$ cat config.mk
export PLATFORM = sky130hd
export DESIGN_NAME = serial_adder
export DESIGN_NICKNAME = d
export VERILOG_FILES = /design/src/rtl/serial_adder.sv
export SDC_FILE = /design/constraint.sdc
export NUM_CORES = 1
export LEC_CHECK = 0
export BUFFER_PORTS_ARGS = -buffer_cell sky130_fd_sc_hd__clkbuf_2
export CAP_MARGIN = 20
export CORE_MARGIN = 1
export CORE_UTILIZATION = 58
export DETAILED_ROUTE_END_ITERATION = 7
export PLACE_DENSITY_LB_ADDON = 0.08
export SYNTH_ARGS = -nofsm -noshare
export SYNTH_HDL_FRONTEND = slang
export SYNTH_SLANG_ARGS = --single-unit
$ cat constraint.sdc
create_clock -name clk -period 3 [get_ports clk]
set_input_delay 0.6 -clock clk [delete_from_list [all_inputs] [get_ports clk]]
set_output_delay 0.6 -clock clk [all_outputs]
set_load 0.01 [all_outputs]
$ cat src/rtl/serial_adder.sv
// serial_adder: bit-serial adder with one full-adder cell and a registered carry.
// Adds a + b + carry_in one bit per clock behind valid/ready handshakes.
// Optional feature: define SERIAL_ADDER_OVERFLOW_EN to add a registered
// signed-overflow output.
module serial_adder #(
    parameter int unsigned WIDTH = 8
) (
    input  logic             clk,
    input  logic             rst_n,
    input  logic             in_valid,
    output logic             in_ready,
    input  logic [WIDTH-1:0] a,
    input  logic [WIDTH-1:0] b,
    input  logic             carry_in,
    output logic             out_valid,
    input  logic             out_ready,
    output logic [WIDTH-1:0] sum,
    output logic             carry_out
`ifdef SERIAL_ADDER_OVERFLOW_EN
    ,
    output logic             overflow
`endif
);

    localparam int unsigned CW = $clog2(WIDTH);
    localparam logic [CW-1:0] LAST = CW'(WIDTH - 1);

    typedef enum logic [1:0] {
        IDLE = 2'd0,
        RUN  = 2'd1,
        DONE = 2'd2
    } state_t;

    state_t           state, state_next;
    logic [WIDTH-1:0] a_sh, a_sh_next;
    logic [WIDTH-1:0] b_sh, b_sh_next;
    logic [WIDTH-1:0] s_sh, s_sh_next;
    logic             carry, carry_next;
    logic [CW-1:0]    cnt, cnt_next;
    logic [WIDTH-1:0] sum_next;
    logic             carry_out_next;
    logic             fa_s;
    logic             fa_c;
`ifdef SERIAL_ADDER_OVERFLOW_EN
    logic             overflow_next;
`endif

    // Full-adder cell on the current LSBs and the carry register.
    always_comb begin
        fa_s = a_sh[0] ^ b_sh[0] ^ carry;
        fa_c = (a_sh[0] & b_sh[0]) | (carry & (a_sh[0] ^ b_sh[0]));
    end

    // State register.
    always_ff @(posedge clk or negedge rst_n) begin
        if (!rst_n) begin
            state <= IDLE;
        end else begin
            state <= state_next;
        end
    end

    // Next-state and datapath next values.
    always_comb begin
        state_next     = state;
        a_sh_next      = a_sh;
        b_sh_next      = b_sh;
        s_sh_next      = s_sh;
        carry_next     = carry;
        cnt_next       = cnt;
        sum_next       = sum;
        carry_out_next = carry_out;
`ifdef SERIAL_ADDER_OVERFLOW_EN
        overflow_next  = overflow;
`endif
        case (state)
            IDLE: begin
                if (in_valid) begin
                    a_sh_next  = a;
                    b_sh_next  = b;
                    carry_next = carry_in;
                    cnt_next   = '0;
                    state_next = RUN;
                end
            end
            RUN: begin
                a_sh_next  = {1'b0, a_sh[WIDTH-1:1]};
                b_sh_next  = {1'b0, b_sh[WIDTH-1:1]};
                s_sh_next  = {fa_s, s_sh[WIDTH-1:1]};
                carry_next = fa_c;
                cnt_next   = cnt + CW'(1);
                if (cnt == LAST) begin
                    sum_next       = {fa_s, s_sh[WIDTH-1:1]};
                    carry_out_next = fa_c;
`ifdef SERIAL_ADDER_OVERFLOW_EN
                    // Carry into the MSB differs from carry out of it.
                    overflow_next  = carry ^ fa_c;
`endif
                    cnt_next       = '0;
                    state_next     = DONE;
                end
            end
            DONE: begin
                if (out_ready) begin
                    state_next = IDLE;
                end
            end
            default: begin
                state_next = IDLE;
            end
        endcase
    end

    // Datapath and handshake output registers.
    always_ff @(posedge clk or negedge rst_n) begin
        if (!rst_n) begin
            a_sh      <= '0;
            b_sh      <= '0;
            s_sh      <= '0;
            carry     <= 1'b0;
            cnt       <= '0;
            sum       <= '0;
            carry_out <= 1'b0;
            in_ready  <= 1'b1;
            out_valid <= 1'b0;
`ifdef SERIAL_ADDER_OVERFLOW_EN
            overflow  <= 1'b0;
`endif
        end else begin
            a_sh      <= a_sh_next;
            b_sh      <= b_sh_next;
            s_sh      <= s_sh_next;
            carry     <= carry_next;
            cnt       <= cnt_next;
            sum       <= sum_next;
            carry_out <= carry_out_next;
            in_ready  <= (state_next == IDLE);
            out_valid <= (state_next == DONE);
`ifdef SERIAL_ADDER_OVERFLOW_EN
            overflow  <= overflow_next;
`endif
        end
    end

endmodule

==> results.md, run 1 <==
- Critical Path AT: 2.32 ns
- Final hold vios: 0
- Synthesized area: 0.00175 mm^2
- Dpl hpwl: 2140 um
- Fmax: 0.482 GHz
- Commonest cells after routing, fill and taps aside: dfrtp_1, clkbuf_2, nand2_1, nor2_1
- Syn-to-layout area delta: 12.2%
- Pin count of the biggest net entering global routing: 41
- Met2 routed WL: 1540 um
- TritonCTS Sinks: 40
- DIE AREA: 0.00325 mm^2
- Highest metal used: met4
- CTS Buf Count: 5
- Worst hold path type: input port to async pin
- WS Path Type: register to register
- Total setup buffers inserted after CTS: 0
- Most common cell after layout, fill and taps aside: dfrtp_1
- Antenna viol nets, final: 0
- Total power: 2.01 mW
- Proportion of layout cells with a drive suffix above 1: 0.283
- Area share of the largest cell type after synthesis: 0.556
- Number of antenna violations at the first check in global routing: 0
- Fin crit share: 0.692
- Core Box Area: 0.00281 mm^2
- Status: finished, violations left
- WL final: 3210 um
- DRC Markers: 4
- Final Skew: 0.00983 ns
- Post-synth EDFFs: 0
- Global-route wire length before repair: 5510 um
- Gp weighted congestion: 0.728
- CTS tree: yes
- Vias in the first global route: 1305
- Largest delay share family, worst path: flip-flops
- Initial Util: 0.625
- CP bufs+invs: 0
- Filler cells: 222
- TritonRoute pass-1 iters: 6
- Final hold slack: 0.0415 ns
- Max-capacitance violation count: 0
- PwrDens: 1020 mW/mm^2
- Grt ovf: 0
- Hold_buf cts: 0
- Clk slew on worst S/H paths: 0.11 ns
- Met3 wire length: 147 um
- Global Route Usage Sum: 0.222
- Crit path capture type: register
- Top FF cell, synth: dfrtp_1
- Antenna Cells: 0
- I/O Buffers: 31
- DP Area: 0.00189 mm^2
- Crit path cell chain: nand2b_1 > o221a_2
- Maximum vdd drop: 0.000578 V
- Fin area: 0.00197 mm^2
- Setup_tns: 0 ns
- Initial DRC Count: 70
- Max Buffers Root-to-Sink: 2
- Post_cts resized: 0
- Rel. slew slack: 0.452
- RSZ-0062 raised after global routing: false
- Syn_area_per_cell: 11.3 um^2
- Slew @ Worst Pin: 0.822 ns
- Die X: 57.0 um
- FP Rows: 19
- Leakage: 0.962 nW
- Async set-reset flop share out of synthesis: 1.00
- Sequential cell area: 0.00100 mm^2
- Distinct cells, synth: 28
- Slowest cell delay on critical path: 0.84 ns
- Area leader, netlist: dfrtp_1
- Syn_nets: 179
- Register area share after synthesis: 0.571
- Cells after synthesis: 155
- Wirelength per Cell: 14.9 um
- Slowest CP cell: dfrtp_1
- Clock root cell: clkbuf_4
- Dominant cells by area after synthesis: dfrtp_1, mux2_4, o32ai_1
- Final min period: 2.08 ns
- #FFs+latches synth: 40
- Worst EP required: 3.25 ns
- IO Pins: 32
- Crit start category: register
- Footprint of the multi-input gates: 686 um^2
- Met1 WL: 1470 um
- Skew-Pair Late Insertion Delay: 0.34 ns
- H-tree depth: 2
- Via/cell ratio: 5.78
- Via count: 1243
- Crit-path max FO: 24
- Ys Warns: 0
- Total Nets Final: 207
- Die Y-Extent: 57.0 um
- Failing checks: DRC
- Final setup fails: 0
- Max-slew violations: 0
==> cells in the mapped netlist (2+ instances only) <==
master	number
nand2_1	24
a22o_1	2
o32ai_1	13
mux2_4	8
o21ai_0	6
inv_1	2
nor2_1	17
dfrtp_1	39
o22ai_1	13
clkbuf_1	4
nand3b_1	2
nand2b_1	3
o221a_2	2
buf_2	5
ha_1	2
==> final timing paths <==
| path | start | end | slack, ns | cells after the start |
|---|---|---|---|---|
| setup / recovery | state[0] | b_sh[1] | 0.92 | 2 |
| hold reg to reg | s_sh[1] | s_sh[1] | 0.49 | 2 |
| hold / removal | rst_n | sum[5] | 0.04 | 1 |
| max in group asynchronous | rst_n | in_ready | 2.49 | 2 |
| min in group clk | b[7] | b_sh[7] | 0.47 | 3 |
| setup reg to reg | state[0] | b_sh[1] | 0.92 | 2 |
==> sequential cells by signal, indices dropped and copies added (netlist names), 2 cells and up <==
| signal | count |
|---|---|
| cnt | 3 |
| s_sh | 7 |
| a_sh | 8 |
| b_sh | 8 |
| sum | 8 |
| state | 2 |
==> power by group <==
group	switching [mW]	total, mW	internal, mW
Combinational	0.368	0.739	0.371
Sequential	0.204	0.991	0.788
Clock	0.168	0.284	0.116
Total	0.740	2.01	1.27
==> stage by stage <==
stage,utilization,instances,setup WS [ns]
4_1_cts,0.694,214,0.925
3_5_place_dp,0.674,206,0.936
3_3_place_gp,0.674,206,1.04
2_1_floorplan,-,155,1.54
6_report,0.702,215,0.925
5_1_grt,0.702,215,0.810
==> layer usage <==
layer	global-route usage	up-vias
met2	0.343	29
met4	0.108	0
met1	0.291	594
met5	0	-
met3	0.0612	6
li1	-	614
==> cell families after synthesis <==
family / Yosys count / synth area share
multiplexers: 10 / 0.0806
buffers and inverters: 13 / 0.0378
AND/OR/NAND/NOR: 51 / 0.125
adder cells (fa/ha/maj): 3 / 0.0257
flip-flops: 40 / 0.571
AO/OA/AOI/OAI: 38 / 0.160
==> area by class of cell <==
cell class / instances / area share
well taps: 31 / 0.0197
repair buffers: 32 / 0.0890
inverters: 2 / 0.00381
clock buffers: 8 / 0.0299
flip-flops and latches: 40 / 0.509
multi-input cells: 102 / 0.348
Note: power is estimated with default switching activity, not from simulation.
==> run 2: changes to the inputs <==
--- a/config.mk
+++ b/config.mk
@@ -5,10 +5,11 @@
 export SDC_FILE = /design/constraint.sdc
 export NUM_CORES = 1
 export LEC_CHECK = 0
+export ABC_AREA = 1
 export BUFFER_PORTS_ARGS = -buffer_cell sky130_fd_sc_hd__clkbuf_2
 export CAP_MARGIN = 20
 export CORE_MARGIN = 1
-export CORE_UTILIZATION = 58
+export CORE_UTILIZATION = 50
 export DETAILED_ROUTE_END_ITERATION = 7
 export PLACE_DENSITY_LB_ADDON = 0.08
 export SYNTH_ARGS = -nofsm -noshare
==> constraint.sdc (replaced) <==
create_clock -name clk -period 1.8 [get_ports clk]
set_input_delay 0.36 -clock clk [delete_from_list [all_inputs] [get_ports clk]]
set_output_delay 0.36 -clock clk [all_outputs]
set_load 0.01 [all_outputs]
==> run 2 against run 1 <==
The run now ends clean; die area increased by 25%; worst setup slack worse by 0.53 ns; hold slack improved by 0.078 ns; clock power rose to 2.5 times the previous value; wire length is 6.6% higher; fmax is 48% higher; core utilization decreased by 9.8 points; critical path depth rose by 3; sequential power up 53%; sequential cell count unchanged; non-clock buffer count up 6; largest cell class unchanged; largest power group is now combinational cells; highest routed layer unchanged.
==> results.md, run 2 <==
- Status: finished clean
- CTS Buf Count: 5 (unchanged)
- Initial DRC Count: 75 (+7.1%)
- Proportion of layout cells with a drive suffix above 1: 0.223 (-0.0591)
- DIE AREA: 0.00406 mm^2 (+25%)
- Distinct cells, synth: 19 (-32%)
- Post_cts resized: 0 (unchanged)
- Clock root cell: clkbuf_8
- Total Nets Final: 287 (+39%)
- FP Rows: 22 (+3)
- Max-capacitance violation count: 0 (unchanged)
- Dominant cells by area after synthesis: dfrtp_1, nand2_1, nand3_1
- Fmax: 0.714 GHz (+48%)
- Post-synth top cells: nand2_1, dfrtp_1, inv_1, nand3_1, o21ai_1
- Die X: 63.7 um (+12%)
- Final setup fails: 0 (unchanged)
- RSZ-0062 raised after global routing: false
- CTS tree: yes
- Clk slew on worst S/H paths: 0.08 ns (-0.03 ns)
- Setup_tns: 0 ns (unchanged)
- Core Util, Final: 0.604 (-0.0977)
- Dpl hpwl: 2280 um (+6.5%)
- Post-synth EDFFs: 0 (unchanged)
- Fin crit share: 0.778 (+0.0862)
- Most numerous cell in the Yosys netlist: nand2_1
- Antenna Cells: 0 (unchanged)
- Cells after synthesis: 229 (+48%)
- Final min period: 1.40 ns (-0.675 ns)
- Core Box Area: 0.00366 mm^2 (+31%)
- Crit path capture type: register
- Critical Path AT: 1.63 ns (-0.69 ns)
- Crit start category: register
- Skew-Pair Late Insertion Delay: 0.29 ns (-0.05 ns)
- Antenna viol nets, final: 0 (unchanged)
- Number of antenna violations at the first check in global routing: 0 (unchanged)
- Syn-to-layout area delta: 16.1%
- Hold_buf cts: 0 (unchanged)
- Via count: 1483 (+19%)
- Via/cell ratio: 4.75 (-18%)
- Grt ovf: 0 (unchanged)
- #FFs+latches synth: 40 (unchanged)
- IO Pins: 32 (unchanged)
- Area share of the largest cell type after synthesis: 0.512 (-0.0439)
- Biggest registers after layout: a_sh x8, b_sh x8, sum x8
- Commonest cells after routing, fill and taps aside: nand2_1, inv_1, dfrtp_1, nand3_1, clkbuf_2
- Worst hold path type: input port to async pin
- Total setup buffers inserted after CTS: 0 (unchanged)
- Wirelength per Cell: 11.0 um (-27%)
- Pin count of the biggest net entering global routing: 41 (unchanged)
- Final Skew: 0.00620 ns (-0.00363 ns)
- Worst EP required: 2.03 ns (-1.22 ns)
- Gp weighted congestion: 0.772 (+6.1%)
- Final hold vios: 0 (unchanged)
- Leakage: 1.26 nW (+31%)
- Area leader, netlist: dfrtp_1
- Total power: 3.78 mW (+88%)
- Async set-reset flop share out of synthesis: 1.00 (unchanged)
- Maximum vdd drop: 0.000586 V (+1.4%)
- Crit-path max FO: 16 (-33%)
- Max Buffers Root-to-Sink: 2 (unchanged)
- Ys Warns: 0 (unchanged)
- Filler cells: 338 (+52%)
- Global Route Usage Sum: 0.197 (-0.0250)
- DRC Markers: 0 (-4)
- Die Y-Extent: 63.7 um (+12%)
- Syn_area_per_cell: 8.32 um^2 (-27%)
- Rel. slew slack: 0.668 (+0.216)
- Initial Util: 0.520 (-0.105)
- Max-slew violations: 0 (unchanged)
- Slew @ Worst Pin: 0.498 ns (-0.324 ns)
- Vias in the first global route: 1387 (+6.3%)
- Top FF cell, synth: dfrtp_1
- Most common cell after layout, fill and taps aside: nand2_1
- I/O Buffers: 31 (unchanged)
- Worst R2R Setup Slack: 0.40 ns (-0.53 ns)
- WS Path Type: register to register
- Sequential cell area: 0.00100 mm^2 (unchanged)
- PwrDens: 1710 mW/mm^2 (+67%)
- Syn_nets: 253 (+41%)
- H-tree depth: 2 (unchanged)
- TritonCTS Sinks: 40 (unchanged)
- Global-route wire length before repair: 6070 um (+10%)
- Register area share after synthesis: 0.526 (-0.0450)
- WL final: 3420 um (+6.6%)
- TritonRoute pass-1 iters: 4 (-2)
- Footprint of the multi-input gates: 667 um^2 (-2.7%)
- Synthesized area: 0.00190 mm^2 (+8.6%)
run 2: cell count changes in the layout (fill, tap and decap cells not counted), moves of 13 or more:
cell,previous run,this run
inv_1,2,39
nand2_1,24,74
nand3_1,0,32
nor2_1,17,2
o22ai_1,13,0
o32ai_1,13,0
run 2: cells by family (layout without fill, tap and decap cells):
group,after synthesis,in the layout,synth area share
and+or+nand+nor,113,113,0.255
adders and majority gates,3,3,0.0237
AOI/OAI and AO/OA,21,21,0.0716
DFF,40,40,0.526
buffers and inverters,52,87,0.124
run 2: area by class of cell:
class                      instances  share of cell area
multi-input combinational        137               0.302
inverter                          41              0.0696
clock buffer                       6              0.0328
tap                               48              0.0272
sequential                        40               0.453
clock inverter                     2              0.0158
timing repair buffer              38              0.0996
run 2: worst paths after layout:
check                      cells past startpoint      from  endpoint
max                                            5  state[1]   a_sh[4]
min                                            2     rst_n   s_sh[2]
max reg2reg                                    5  state[1]   a_sh[4]
min reg2reg                                    2   a_sh[6]   a_sh[6]
max in group asynchronous                      2     rst_n  in_ready
min in group clk                               3      b[7]   b_sh[7]
run 2: layer usage:
metal	vias up	global-route usage	share of wire
met5	-	0	0
met1	691	0.245	0.49
met4	0	0.0739	0.011
li1	765	-	-
met2	23	0.318	0.47
met3	4	0.0598	0.032
run 2: stage by stage:
stage	hold WS [ns]	instance area, um^2	setup slack (ns)	instances
finish	0.119	2210	0.400	312
global route	0.166	2210	0.257	312
CTS	0.136	2210	0.392	312
detailed placement	0.453	2100	0.418	304
global placement	0.455	2100	0.421	304
floorplan	0.0644	1900	0.538	229
run 2: worst max-delay path, stage by stage (launching register included):
cell and delay, ns:
dfrtp_1 0.42, inv_2 0.17, nand2_2 0.21, nand2_2 0.32
nand3_1 0.14, nand2_1 0.08
run 2: power by group:
| part | switching [mW] | internal (mW) |
|---|---|---|
| Combinational | 0.921 | 0.624 |
| Clock | 0.304 | 0.411 |
| Sequential | 0.214 | 1.31 |
==> run 3: changes to the inputs <==
==> constraint.sdc (replaced) <==
create_clock -name clk -period 1.13 [get_ports clk]
set_input_delay 0.226 -clock clk [delete_from_list [all_inputs] [get_ports clk]]
set_output_delay 0.226 -clock clk [all_outputs]
set_load 0.01 [all_outputs]
==> run 3 against run 2 <==
The run now ends with setup timing left; hold slack gained 0.019 ns; core utilization up 18 points; clock-buffer cell count is 1 lower; sequential cell count unchanged; critical path depth grew 1; sequential share of layout area fell by 10 points; clock power is 71% higher; combinational power rose to 2.8 times the previous value; final cell count grew 8.0%; first-iteration DRC count is 23% higher.
==> results.md, run 3 (synthesis results as in run 2) <==
- Clk slew on worst S/H paths: 0.08 ns (about the same)
- WL final: 4610 um (+35%)
- Grt ovf: 0 (unchanged)
- Skew-Pair Late Insertion Delay: 0.31 ns (+0.02 ns)
- Core Box Area: 0.00366 mm^2 (unchanged)
- I/O Buffers: 31 (unchanged)
- Final setup fails: 27 (+27)
- H-tree depth: 2 (unchanged)
- Sw Pwr: 3.25 mW (+130%)
- DIE AREA: 0.00406 mm^2 (unchanged)
- Fin crit share: 1.06 (+0.285)
- Via/cell ratio: 4.96 (+4.3%)
- Initial Util: 0.520 (unchanged)
- CP bufs+invs: 2 (+1)
- Slowest CP cell: dfrtp_2
- Pin count of the biggest net entering global routing: 41 (unchanged)
- Fmax: 0.832 GHz (+17%)
- Clock root cell: clkbuf_8
- Max-capacitance violation count: 0 (unchanged)
- Commonest cells after routing, fill and taps aside: nand2_1, dfrtp_1, inv_1, clkbuf_2, nand2_2
- Max Buffers Root-to-Sink: 2 (unchanged)
- Filler cells: 245 (-28%)
- RSZ-0062 raised after global routing: true
- Total power: 8.11 mW (+110%)
- Final min period: 1.20 ns (-0.199 ns)
- Rel. slew slack: 0.836 (+0.168)
- Final hold vios: 0 (unchanged)
- Syn-to-layout area delta: 50.7%
- Crit path depth: 6 (+1)
- WHS Path Cells: 3
- Fin area: 0.00287 mm^2 (+30%)
- PwrDens: 2820 mW/mm^2 (+65%)
- Crit-path max FO: 5 (-11)
- Sequential cell area: 0.00100 mm^2 (+0.12%)
- Crit path cell chain: inv_2 > nor2_4 > buf_6 > nand2_8 > nand2_4 > o21ai_2
- Worst-case reg-to-reg path depth: 6 (+1)
- Antenna Cells: 0 (unchanged)
- Most common cell after layout, fill and taps aside: nand2_1
- Status: finished, violations left
- Internal: 4.85 mW (+110%)
- FP Rows: 22 (unchanged)
- Worst EP required: 1.33 ns (-0.70 ns)
- TritonRoute pass-1 iters: 4 (unchanged)
- Sequential power share: 0.312 (-0.090)
- Antenna viol nets, final: 0 (unchanged)
- Die Y-Extent: 63.7 um (unchanged)
- TritonCTS Sinks: 40 (unchanged)
- Final Skew: 0.00679 ns (+0.000590 ns)
- Number of antenna violations at the first check in global routing: 0 (unchanged)
- Leakage: 1.52 nW (+21%)
- WS Path Type: register to register
- Via count: 1671 (+13%)
- Die X: 63.7 um (unchanged)
- Initial DRC Count: 92 (+23%)
- Total Nets Final: 312 (+8.7%)
- Global-route wire length before repair: 6350 um (+4.7%)
- Proportion of layout cells with a drive suffix above 1: 0.498 (+0.275)
- Slowest cell delay on critical path: 0.52 ns (+0.10 ns)
- Worst hold path type: input port to register
- Clock Power Share: 0.151 (-0.038)
- IO Pins: 32 (unchanged)
- Crit start category: register
- Sw Ratio: 0.401 (+0.0204)
- Failing checks: setup timing
- CTS tree: yes
- Max-slew violations: 0 (unchanged)
- Wirelength per Cell: 13.7 um (+25%)
- CTS Buf Count: 5 (unchanged)
- DRC Markers: 0 (unchanged)
- Largest delay share family, worst path: flip-flops
- Vias in the first global route: 1480 (+6.7%)
- Dpl hpwl: 2390 um (+4.8%)
- DP Area: 0.00221 mm^2 (+4.9%)
- Crit path capture type: register
- Footprint of the multi-input gates: 0.00102 mm^2 (+53%)
- Global Route Usage Sum: 0.204 (+0.00790)
- Setup_tns: -0.972 ns (-0.972 ns)
- Gp weighted congestion: 0.694 (-10%)
- Final setup margin: -0.0714 ns (-0.471 ns)
- Slew @ Worst Pin: 0.245 ns (-0.253 ns)
- Comb pwr share: 0.537 (+0.128)
- Biggest registers after layout: a_sh x8, b_sh x8, sum x8
- Maximum vdd drop: 0.00159 V (+170%)
- Critical Path AT: 1.40 ns (-0.23 ns)
-- run 3: cell types whose count changed in the layout (fill, tap and decap cells not counted), sizes merged --
cell and change:
clkinvlp +1, buf +19, inv +1, dlygate4sd3 +1
nand2 +4, clkinv -1
-- run 3: final timing paths --
path / slack [ns] / endpoint / startpoint
max: -0.07 / sum[2] / state[0]
max reg2reg: -0.07 / sum[2] / state[0]
max in group asynchronous: 0.44 / in_ready / rst_n
min: 0.14 / b_sh[7] / b[7]
min reg2reg: 0.47 / b_sh[4] / b_sh[4]
min in group asynchronous: 0.41 / sum[5] / rst_n
-- run 3: repair_timing --
item,CTS,global route
setup buffers,0,8
endpoints found under the setup margin,31,38
endpoints found under the hold margin,39,0
gates resized for setup,9,84
pin swaps,3,24
cloned,0,6
hold buffers,1,0
-- run 3: through the flow --
| stage | hold slack [ns] | std cells | util | setup WS, ns |
|---|---|---|---|---|
| 2_1_floorplan | -0.0696 | 229 | - | -0.0366 |
| 3_3_place_gp | 0.222 | 314 | 0.603 | -0.0493 |
| 3_5_place_dp | 0.216 | 314 | 0.603 | -0.0703 |
| 4_1_cts | 0.142 | 323 | 0.645 | -0.0755 |
| 5_1_grt | 0.159 | 337 | 0.784 | -0.117 |
| 6_report | 0.138 | 337 | 0.784 | -0.0714 |
-- run 3: layout make-up --
type,instances,share of cell area
Inverter,41,0.0545
Clock buffer,5,0.0240
Timing Repair Buffer,59,0.180
Clock inverter,3,0.0161
Sequential cell,40,0.350
Multi-Input combinational cell,141,0.355
Tap cell,48,0.0209
-- run 3: tightest hold or removal path, cell delays in order --
cell and delay [ns]:
clkbuf_2 0.08, inv_1 0.04, o21ai_1 0.06
-- run 3: metal layers --
metal | part of all wire | GRT usage
met3 | 0.035 | 0.0489
met5 | 0 | 0
met1 | 0.44 | 0.251
met4 | 0.017 | 0.0852
met2 | 0.50 | 0.342
-- run 3: power by group through the flow --
stage | sequential [mW] | combinational (mW) | clock (mW)
after floorplan | 2.47 | 1.85 | 0
after global placement | 2.44 | 2.70 | 0
after detailed placement | 2.46 | 2.75 | 0
after CTS | 2.44 | 2.89 | 1.22
after global routing | 2.60 | 4.79 | 1.28
final | 2.53 | 4.35 | 1.22
